--- config.mk ---
export PLATFORM = sky130hd
export DESIGN_NAME = signal_debounce_trig
export DESIGN_NICKNAME = d
export VERILOG_FILES = /design/src/rtl/signal_debounce_trig.sv
export SDC_FILE = /design/constraint.sdc
export NUM_CORES = 1
export LEC_CHECK = 0
export CORE_UTILIZATION = 58
export DETAILED_ROUTE_END_ITERATION = 10
export PLACE_DENSITY_LB_ADDON = 0.1
export SYNTH_ARGS = -nofsm -noshare
export SYNTH_HDL_FRONTEND = slang
export SYNTH_SLANG_ARGS = --single-unit
--- constraint.sdc ---
create_clock -name clk_i -period 5.3 [get_ports clk_i]
set_input_delay 1.325 -clock clk_i [delete_from_list [all_inputs] [get_ports clk_i]]
set_output_delay 1.325 -clock clk_i [all_outputs]
set_load 0.01 [all_outputs]
--- src/rtl/signal_debounce_trig.sv ---
// -----------------------------------------------------------------------------
// signal_debounce_trig
//
// Turns a raw asynchronous trigger line (encoder / laser-trigger input) into a
// clean single-cycle trigger event for the downstream pulse-widening stage.
//
// Processing chain:
//   async_signal_i -> synchronizer -> debounce filter -> edge select
//                  -> arm/holdoff FSM -> trig_pulse_o
//
// Ports:
//   clk_i           single system clock
//   rst_i           asynchronous, active-high reset
//   enable_i        arms trigger generation (the filter always runs)
//   async_signal_i  raw asynchronous input
//   cnt_clr_i       synchronous clear of both status counters
//   filt_level_o    debounced level of the input
//   trig_pulse_o    one-cycle trigger event
//   trig_cnt_o      accepted triggers, saturating
//   drop_cnt_o      qualifying edges dropped during holdoff, saturating
//
// Parameters:
//   TCQ           clock-to-Q delay used by the surrounding simulation
//                 environment; register updates here carry no delay
//   SYNC_STAGES   synchronizer depth (>= 2)
//   DEBOUNCE_NUM  consecutive differing cycles needed to accept a level (>= 1)
//   HOLDOFF_NUM   re-trigger holdoff length in cycles (0 disables holdoff)
//   EDGE_TYPE     1: rising edge triggers, 0: falling edge triggers
//   CNT_WIDTH     width of the status counters
// -----------------------------------------------------------------------------
module signal_debounce_trig #(
    parameter real  TCQ          = 0.1,
    parameter int   SYNC_STAGES  = 2,
    parameter int   DEBOUNCE_NUM = 4,
    parameter int   HOLDOFF_NUM  = 8,
    parameter logic EDGE_TYPE    = 1'b1,
    parameter int   CNT_WIDTH    = 16
) (
    input  logic                 clk_i,
    input  logic                 rst_i,
    input  logic                 enable_i,
    input  logic                 async_signal_i,
    input  logic                 cnt_clr_i,
    output logic                 filt_level_o,
    output logic                 trig_pulse_o,
    output logic [CNT_WIDTH-1:0] trig_cnt_o,
    output logic [CNT_WIDTH-1:0] drop_cnt_o
);

    // Kept only so environments that override TCQ still elaborate.
    localparam real TCQ_UNUSED = TCQ;

    // -------------------------------------------------------------------------
    // Derived widths and compare constants
    // -------------------------------------------------------------------------
    localparam int DEB_W  = $clog2(DEBOUNCE_NUM + 1);
    localparam int HOLD_W = (HOLDOFF_NUM > 0) ? $clog2(HOLDOFF_NUM + 1) : 1;
    localparam int FILL_W = $clog2(SYNC_STAGES + 1);

    // Debounce count value on the edge that completes DEBOUNCE_NUM differing
    // cycles.
    localparam logic [DEB_W-1:0] DEB_LAST = DEB_W'(DEBOUNCE_NUM - 1);

    // The holdoff counter starts at 0 on entry and the FSM is back in ARMED on
    // the edge where the counter reaches HOLDOFF_NUM-1, so the exit decision is
    // taken while the counter still holds HOLDOFF_NUM-2. That cycle is the
    // "exit cycle": it is still HOLDOFF, so an edge there is dropped. The
    // resulting pulse-to-pulse spacing is HOLDOFF_NUM cycles.
    localparam logic [HOLD_W-1:0] HOLD_EXIT =
        HOLD_W'((HOLDOFF_NUM >= 2) ? HOLDOFF_NUM - 2 : 0);

    localparam logic [FILL_W-1:0]    FILL_DONE = FILL_W'(SYNC_STAGES);
    localparam logic [CNT_WIDTH-1:0] CNT_MAX   = {CNT_WIDTH{1'b1}};

    typedef enum logic [1:0] {
        ST_DISABLED = 2'd0,
        ST_ARMED    = 2'd1,
        ST_HOLDOFF  = 2'd2
    } state_e;

    // -------------------------------------------------------------------------
    // State
    // -------------------------------------------------------------------------
    logic [SYNC_STAGES-1:0] sync_q,      sync_d;
    logic [FILL_W-1:0]      fill_q,      fill_d;
    logic [DEB_W-1:0]       deb_cnt_q,   deb_cnt_d;
    logic                   filt_q,      filt_d;
    logic                   filt_prev_q, filt_prev_d;
    logic                   primed_q,    primed_d;
    state_e                 state_q,     state_d;
    logic [HOLD_W-1:0]      hold_cnt_q,  hold_cnt_d;
    logic                   pulse_q,     pulse_d;
    logic [CNT_WIDTH-1:0]   trig_cnt_q,  trig_cnt_d;
    logic [CNT_WIDTH-1:0]   drop_cnt_q,  drop_cnt_d;

    logic sync_sig;
    logic fill_done;
    logic rise_edge;
    logic fall_edge;
    logic qual_edge;
    logic trig_inc;
    logic drop_inc;

    assign sync_sig  = sync_q[SYNC_STAGES-1];
    assign fill_done = (fill_q == FILL_DONE);

    // -------------------------------------------------------------------------
    // Synchronizer, debounce filter and edge detection
    // -------------------------------------------------------------------------
    // NOTE: every signal assigned in an always_comb gets a default at the top
    // of the block, so no path can leave it unassigned and infer a latch.
    always_comb begin : filter_comb
        // sync_q[0] is the freshest sample; the oldest stage feeds the filter.
        sync_d      = {sync_q[SYNC_STAGES-2:0], async_signal_i};
        fill_d      = fill_q;
        deb_cnt_d   = '0;
        filt_d      = filt_q;
        filt_prev_d = filt_q;
        primed_d    = primed_q;

        // Counts the edges since reset until every synchronizer stage holds a
        // real sample of the input rather than its reset value.
        if (!fill_done) begin
            fill_d = fill_q + 1'b1;
        end

        // Any cycle where the synchronized input matches the filtered level
        // restarts the count, which is what rejects short glitches.
        if (sync_sig != filt_q) begin
            if (deb_cnt_q == DEB_LAST) begin
                filt_d = ~filt_q;
            end else begin
                deb_cnt_d = deb_cnt_q + 1'b1;
            end
        end

        // The filter starts at 0. If the line is already high when reset is
        // released, the filter's first climb to that level is not a real
        // transition of the line. Edge detection is held off until the filter
        // has once agreed with a fully-synchronized input sample.
        if (fill_done && (sync_sig == filt_q)) begin
            primed_d = 1'b1;
        end
    end

    assign rise_edge = filt_q & ~filt_prev_q;
    assign fall_edge = ~filt_q & filt_prev_q;
    assign qual_edge = primed_q & (EDGE_TYPE ? rise_edge : fall_edge);

    // -------------------------------------------------------------------------
    // Arm / holdoff FSM
    // -------------------------------------------------------------------------
    always_comb begin : fsm_comb
        state_d    = state_q;
        hold_cnt_d = hold_cnt_q;
        pulse_d    = 1'b0;
        trig_inc   = 1'b0;
        drop_inc   = 1'b0;

        unique case (state_q)
            ST_DISABLED: begin
                // Edges arriving while disabled are neither pulsed nor counted.
                if (enable_i) begin
                    state_d = ST_ARMED;
                end
            end

            ST_ARMED: begin
                if (!enable_i) begin
                    state_d = ST_DISABLED;
                end else if (qual_edge) begin
                    pulse_d  = 1'b1;
                    trig_inc = 1'b1;
                    if (HOLDOFF_NUM > 0) begin
                        state_d    = ST_HOLDOFF;
                        hold_cnt_d = '0;
                    end
                end
            end

            ST_HOLDOFF: begin
                if (!enable_i) begin
                    state_d = ST_DISABLED;
                end else begin
                    hold_cnt_d = hold_cnt_q + 1'b1;
                    drop_inc   = qual_edge;
                    if (hold_cnt_q == HOLD_EXIT) begin
                        state_d = ST_ARMED;
                    end
                end
            end

            default: begin
                state_d = ST_DISABLED;
            end
        endcase
    end

    // -------------------------------------------------------------------------
    // Saturating status counters; clear has priority over an increment
    // -------------------------------------------------------------------------
    always_comb begin : cnt_comb
        trig_cnt_d = trig_cnt_q;
        drop_cnt_d = drop_cnt_q;

        if (cnt_clr_i) begin
            trig_cnt_d = '0;
            drop_cnt_d = '0;
        end else begin
            if (trig_inc && (trig_cnt_q != CNT_MAX)) begin
                trig_cnt_d = trig_cnt_q + 1'b1;
            end
            if (drop_inc && (drop_cnt_q != CNT_MAX)) begin
                drop_cnt_d = drop_cnt_q + 1'b1;
            end
        end
    end

    // -------------------------------------------------------------------------
    // Registers
    // -------------------------------------------------------------------------
    // NOTE: state is updated with non-blocking assignments so every flop
    // samples the values from before the edge, independent of statement order.
    always_ff @(posedge clk_i or posedge rst_i) begin
        if (rst_i) begin
            sync_q      <= '0;
            fill_q      <= '0;
            deb_cnt_q   <= '0;
            filt_q      <= 1'b0;
            filt_prev_q <= 1'b0;
            primed_q    <= 1'b0;
            state_q     <= ST_DISABLED;
            hold_cnt_q  <= '0;
            pulse_q     <= 1'b0;
            trig_cnt_q  <= '0;
            drop_cnt_q  <= '0;
        end else begin
            sync_q      <= sync_d;
            fill_q      <= fill_d;
            deb_cnt_q   <= deb_cnt_d;
            filt_q      <= filt_d;
            filt_prev_q <= filt_prev_d;
            primed_q    <= primed_d;
            state_q     <= state_d;
            hold_cnt_q  <= hold_cnt_d;
            pulse_q     <= pulse_d;
            trig_cnt_q  <= trig_cnt_d;
            drop_cnt_q  <= drop_cnt_d;
        end
    end

    // All outputs come straight from flops, so an asynchronous reset clears
    // them without waiting for a clock edge.
    assign filt_level_o = filt_q;
    assign trig_pulse_o = pulse_q;
    assign trig_cnt_o   = trig_cnt_q;
    assign drop_cnt_o   = drop_cnt_q;

endmodule

# Word level (Yosys, flattened, before mapping)
# Index checks and enable logic that the tools add are counted.
classes:
  add_sub_neg: 5
  eq_ne: 15
  n_mux: 21
  n_bitwise: 4
  reduce_logical: 10
ops:
  columns: ["cell", "count"]
  rows:
  - ["$mux W16", 4]
  - ["$add A16 B1 Y16 const B", 2]
  - ["$ne A16 B16 Y1 const B", 2]
  - ["$mux W4", 3]
  - ["$mux W2", 5]
  - ["$ne A2 B2 Y1 const B", 4]
  - ["$pmux W4 S2", 1]
  - ["$mux W3", 2]
  - ["$ne A3 B3 Y1 const B", 2]
  - ["$pmux W2 S3", 1]
  - ["$reduce_bool A2 Y1", 3]
  - ["$mux W1", 5]
  - ["$add A4 B1 Y4 const B", 1]
  - ["$eq A2 B2 Y1 const B", 2]
  - ["$eq A4 B3 Y1 const B", 1]
  - ["$reduce_and A4 Y1", 1]
  - ["$add A3 B1 Y3 const B", 1]
  - ["$eq A3 B2 Y1 const B", 1]
  - ["$logic_and A1 B1 Y1", 3]
  - ["$reduce_and A3 Y1", 1]
  - ["$add A2 B1 Y2 const B", 1]
  - ["$and A1 B1 Y1", 2]
  - ["$eq A2 B1 Y1 const B", 1]
  - ["$logic_not A2 Y1", 1]
  - ["other kinds (4)", 5]
totals:
  ff_bits: 49
  inputBits: 5
  out_inout_bits: 34
  wordCells: 66

# Depth between registers and ports, before layout
logic_depth:
  ltp_word: 9
  depth_mapped: 6
  depth_no_buf: 5

# Worst setup path after synthesis
# No wires, ideal clock.
synth_path:
  path_type: "input-to-reg"
  from: "input enable_i"
  to: "register drop_cnt_q[14], in the netlist drop_cnt_o[14]"
  setup_ps: 78
  t_arrival_ps: 2565
  t_required_ps: 5222
  setup_slack_ps: 2657
  stages: 5
  n_path_buf: 1
  path_cell_list: "nand4b_2 > or3_1 > buf_2 > or4_1 > a21oi_1"
synth_via:
  elab_chain_len: 4
synth_rtl:
  columns: ["item", "line", "rtl"]
  rows:
  - ["from (decl)", "41", "input logic enable_i,"]
  - ["$mux W1", "182", "if (!enable_i) begin"]
  - ["$mux W1", "160", "unique case (state_q)"]
  - ["$logic_and A1 B1 Y1", "213", "if (drop_inc && (drop_cnt_q != CNT_MAX)) begin"]
  - ["$reduce_bool A2 Y1 (no line)", null, null]
  - ["to (signal assigned)", "248", "drop_cnt_q <= drop_cnt_d;"]
  - ["to (decl)", "94", "logic [CNT_WIDTH-1:0] drop_cnt_q, drop_cnt_d;"]
# No other way between the ends.
# A chain may end at the register's enable or synchronous reset.

# Worst setup path in the final report
layout_path:
  from: "input enable_i"
  to: "register trig_cnt_q[13], in the netlist trig_cnt_o[13]"
layout_via:
  elab_chain_len: 4
layout_rtl:
  columns: ["item", "line", "rtl"]
  rows:
  - ["$mux W1", "169", "if (!enable_i) begin"]
  - ["$mux W1", "160", null]
  - ["$logic_and A1 B1 Y1", "210", "if (trig_inc && (trig_cnt_q != CNT_MAX)) begin"]
  - ["$reduce_bool A2 Y1 (no line)", null, null]
  - ["to (signal assigned)", "247", "trig_cnt_q <= trig_cnt_d;"]
  - ["to (decl)", "93", "logic [CNT_WIDTH-1:0] trig_cnt_q, trig_cnt_d;"]
# No other way between the ends.

==> results.md <==
- Highest clock rate: 0.323 GHz
- Synthesized flop and latch total: 49
- Cts hold-fix bufs: 0
- Status: completed
- Least-Margin Pin Slew: 0.993 ns
- Final ANT Viol Nets: 0
- Yosys warns: 0
- Post-synth top area cell: dfrtp_1
- Final Instance Area: 3090 um^2
- Drt wl/cell: 14.7 um
- Max_slew headroom: 33.7%
- Port Buffers: 38
- Final-report setup violation count: 0
- Register area share after synthesis: 47.3%
- Nets@finish: 307
- Asr flop ratio synth: 100%
- Die ar.: 4750 um^2
- Leading post-synthesis cells by cell area: dfrtp_1 47%, a21oi_1 4.1%, o31ai_1 4.1%
- Critical Path Source Type: primary input
- Cell Chain, Critical Path: clkdlybuf4s50_1 > and4b_1 > nand4_2 > or4_1 > a21oi_1
- Largest stage delay, worst path: 0.58 ns
- Leak pwr: 1.25 nW
- Gpl congestion: 0.807
- Layout Skew: 0.00852 ns
- Final Max Tran Viols: 0
- VDD IR-drop max: 209 uV
- # H-tree levels: 2
- Final wirelength: 5100 um
- Pwr dens: 248 nW/um^2
- Average cell area after synthesis: 10.0 um^2
- FF+latch area: 1230 um^2
- Delay-heaviest family, CP: simple AND/OR/NAND/NOR gates
- Worst Path Buf+Inv: 1
- Crit path kind: in2reg
- Sink Count: 49
- Global-route wire length before repair: 8380 um
- Ys flop type: dfrtp_1
- CP Max Fanout: 10
- Critical Path RT: 5.51 ns
- DP HPWL: 3440 um
- Initial antenna violation count: 0
- Yosys top cell area share: 47.3%
- Maxcap violations: 0
- Skew-Pair Late Insertion Delay: 0.29 ns
- Post-CTS Setup Inserts: 0
- Mapped Cells: 259
- I/O pin count: 39
- CTS Root Cell: clkbuf_8
- CTS buffer count: 5
- Rows: 23
- Most frequent cells in the layout: 49 x dfrtp_1, 38 x clkdlybuf4s50_1, 21 x a21oi_1
- Fin. Hold Viols: 0
- Pin count of the biggest net entering global routing: 50
- Post-CTS sizing: 0
- Layout cells sized above 1: 5.39%
- Fillers: 304
- Area of the multi-input gates: 1300 um^2
- Routed via count: 2152
- Violation count after the first detailed-routing iteration: 181
- DR vias/cell: 6.20
- Clock slew at reported path FFs: 0.09 ns
- Worst EP arrival: 3.30 ns
- DRC viols: 0
- Cell Area, Placed: 3010 um^2
- GR Util All Layers: 23.6%
- CTS tree: yes
- Syn-to-layout area delta: 19.1%
- Setup repair after global routing missed its margin: no
- Maximum root-to-sink buffer count: 2
- Die W: 68.9 um
- Cell variety after synth: 45
- Initial Util: 62.6%
- Setup TNS: 0 ns
- Min Tclk post-route: 3.09 ns
- Pre-CTS setup slack: 1.95 ns
- EDFF count, synth: 0
- Ant. Diodes: 0
- Initial DRT Pass Iterations: 4
- Setup WS post-layout: 2.21 ns
- Syn Std Cell Area: 2590 um^2
- Synth Net Count: 270
- Slowest CP cell: or4_1
- Setup crit end kind: flip-flop
- Tcrit/Tclk final: 58.4%
- Die height: 68.9 um
- Hold Crit Class: reg2reg
- Number of global-route vias before repair: 1926
- Most common cell after layout, fill and taps aside: dfrtp_1
- Grt ovf: 0
- CORE AREA: 4140 um^2
[where the power goes]
group	internal [mW]	leakage (nW)	switching, mW	total (mW)
Sequential	0.404	0.659	0.0311	0.435
Combinational	0.0573	0.552	0.0632	0.120
Clock	0.0936	0.0385	0.117	0.211
Total	0.555	1.25	0.211	0.766
[Yosys cell counts, drive strengths merged (2+ instances only)]
library cell	instances
a211oi	4
nor2b	13
clkbuf	6
dfrtp	49
nor4	5
inv	9
or3	7
xnor2	3
mux2i	4
mux2	7
nand2	15
and4	5
nand3	14
a21o	2
and3	4
nor2	11
o211ai	2
nor3	3
nor3b	2
o22ai	2
ha	6
nand4	11
nand2b	6
o31ai	14
o21ai	8
buf	3
or4	11
a21oi	21
[path summary, 6_finish.rpt]
| check | start | end | slack (ns) | cells after the start |
|---|---|---|---|---|
| min in group asynchronous | rst_i | deb_cnt_q[0]$_DFF_PP0_ | 1.59 | 2 |
| hold / removal | sync_q[0]$_DFF_PP0_ | sync_q[1]$_DFF_PP0_ | 0.35 | 0 |
| setup reg to reg | trig_cnt_o[0]$_DFFE_PP0P_ | trig_cnt_o[0]$_DFFE_PP0P_ | 2.94 | 5 |
| hold reg to reg | sync_q[0]$_DFF_PP0_ | sync_q[1]$_DFF_PP0_ | 0.35 | 0 |
| setup / recovery | enable_i | trig_cnt_o[13]$_DFFE_PP0P_ | 2.21 | 5 |
| max in group asynchronous | rst_i | trig_cnt_o[12]$_DFFE_PP0P_ | 3.10 | 2 |
[metal layers]
| layer | up-vias | share of wire [%] | global-route usage, % | wire, um |
|---|---|---|---|---|
| met5 | - | 0 | 0 | 0 |
| met4 | 0 | 0.98 | 7.65 | 50 |
| met3 | 4 | 5.0 | 5.10 | 256 |
| met2 | 60 | 47 | 38.1 | 2380 |
| met1 | 1031 | 47 | 31.3 | 2410 |
| li1 | 1057 | - | - | - |
[logic make-up (layout without fill, tap and decap cells)]
family                     after synthesis  after routing  share of synthesized area [%]
AOI/OAI and AO/OA                       60             60                           14.7
buffers and inverters                   18             56                           2.75
and+or+nand+nor                        112            112                           26.8
DFF                                     49             49                           47.3
xor gates and xnor gates                 3              3                           1.01
adders and majority gates                6              6                           2.89
muxes                                   11             11                           4.58
[cell type report]
cell class / count / share of cell area (%)
flip-flops and latches: 49 / 39.7
inverters: 9 / 1.09
clock buffers: 7 / 2.47
clock inverters: 1 / 0.243
well taps: 50 / 2.02
repair buffers: 39 / 12.5
multi-input cells: 192 / 42.0
[stage by stage]
step	cells	utilization, %	power [mW]	hold slack, ns
global route	347	74.6	0.807	0.363
CTS	347	74.6	0.771	0.351
global placement	339	72.6	0.560	0.332
floorplan	259	-	0.525	0.331
finish	347	74.6	0.766	0.349
detailed placement	339	72.6	0.564	0.336
[flip-flops by register name, summed over array words and instances, names as in the netlist, 2 cells and up]
| register | cells |
|---|---|
| hold_cnt_q | 4 |
| state_q | 2 |
| trig_cnt_o | 16 |
| deb_cnt_q | 3 |
| fill_q | 2 |
| sync_q | 2 |
| drop_cnt_o | 16 |
(Power assumes the default switching activity.)
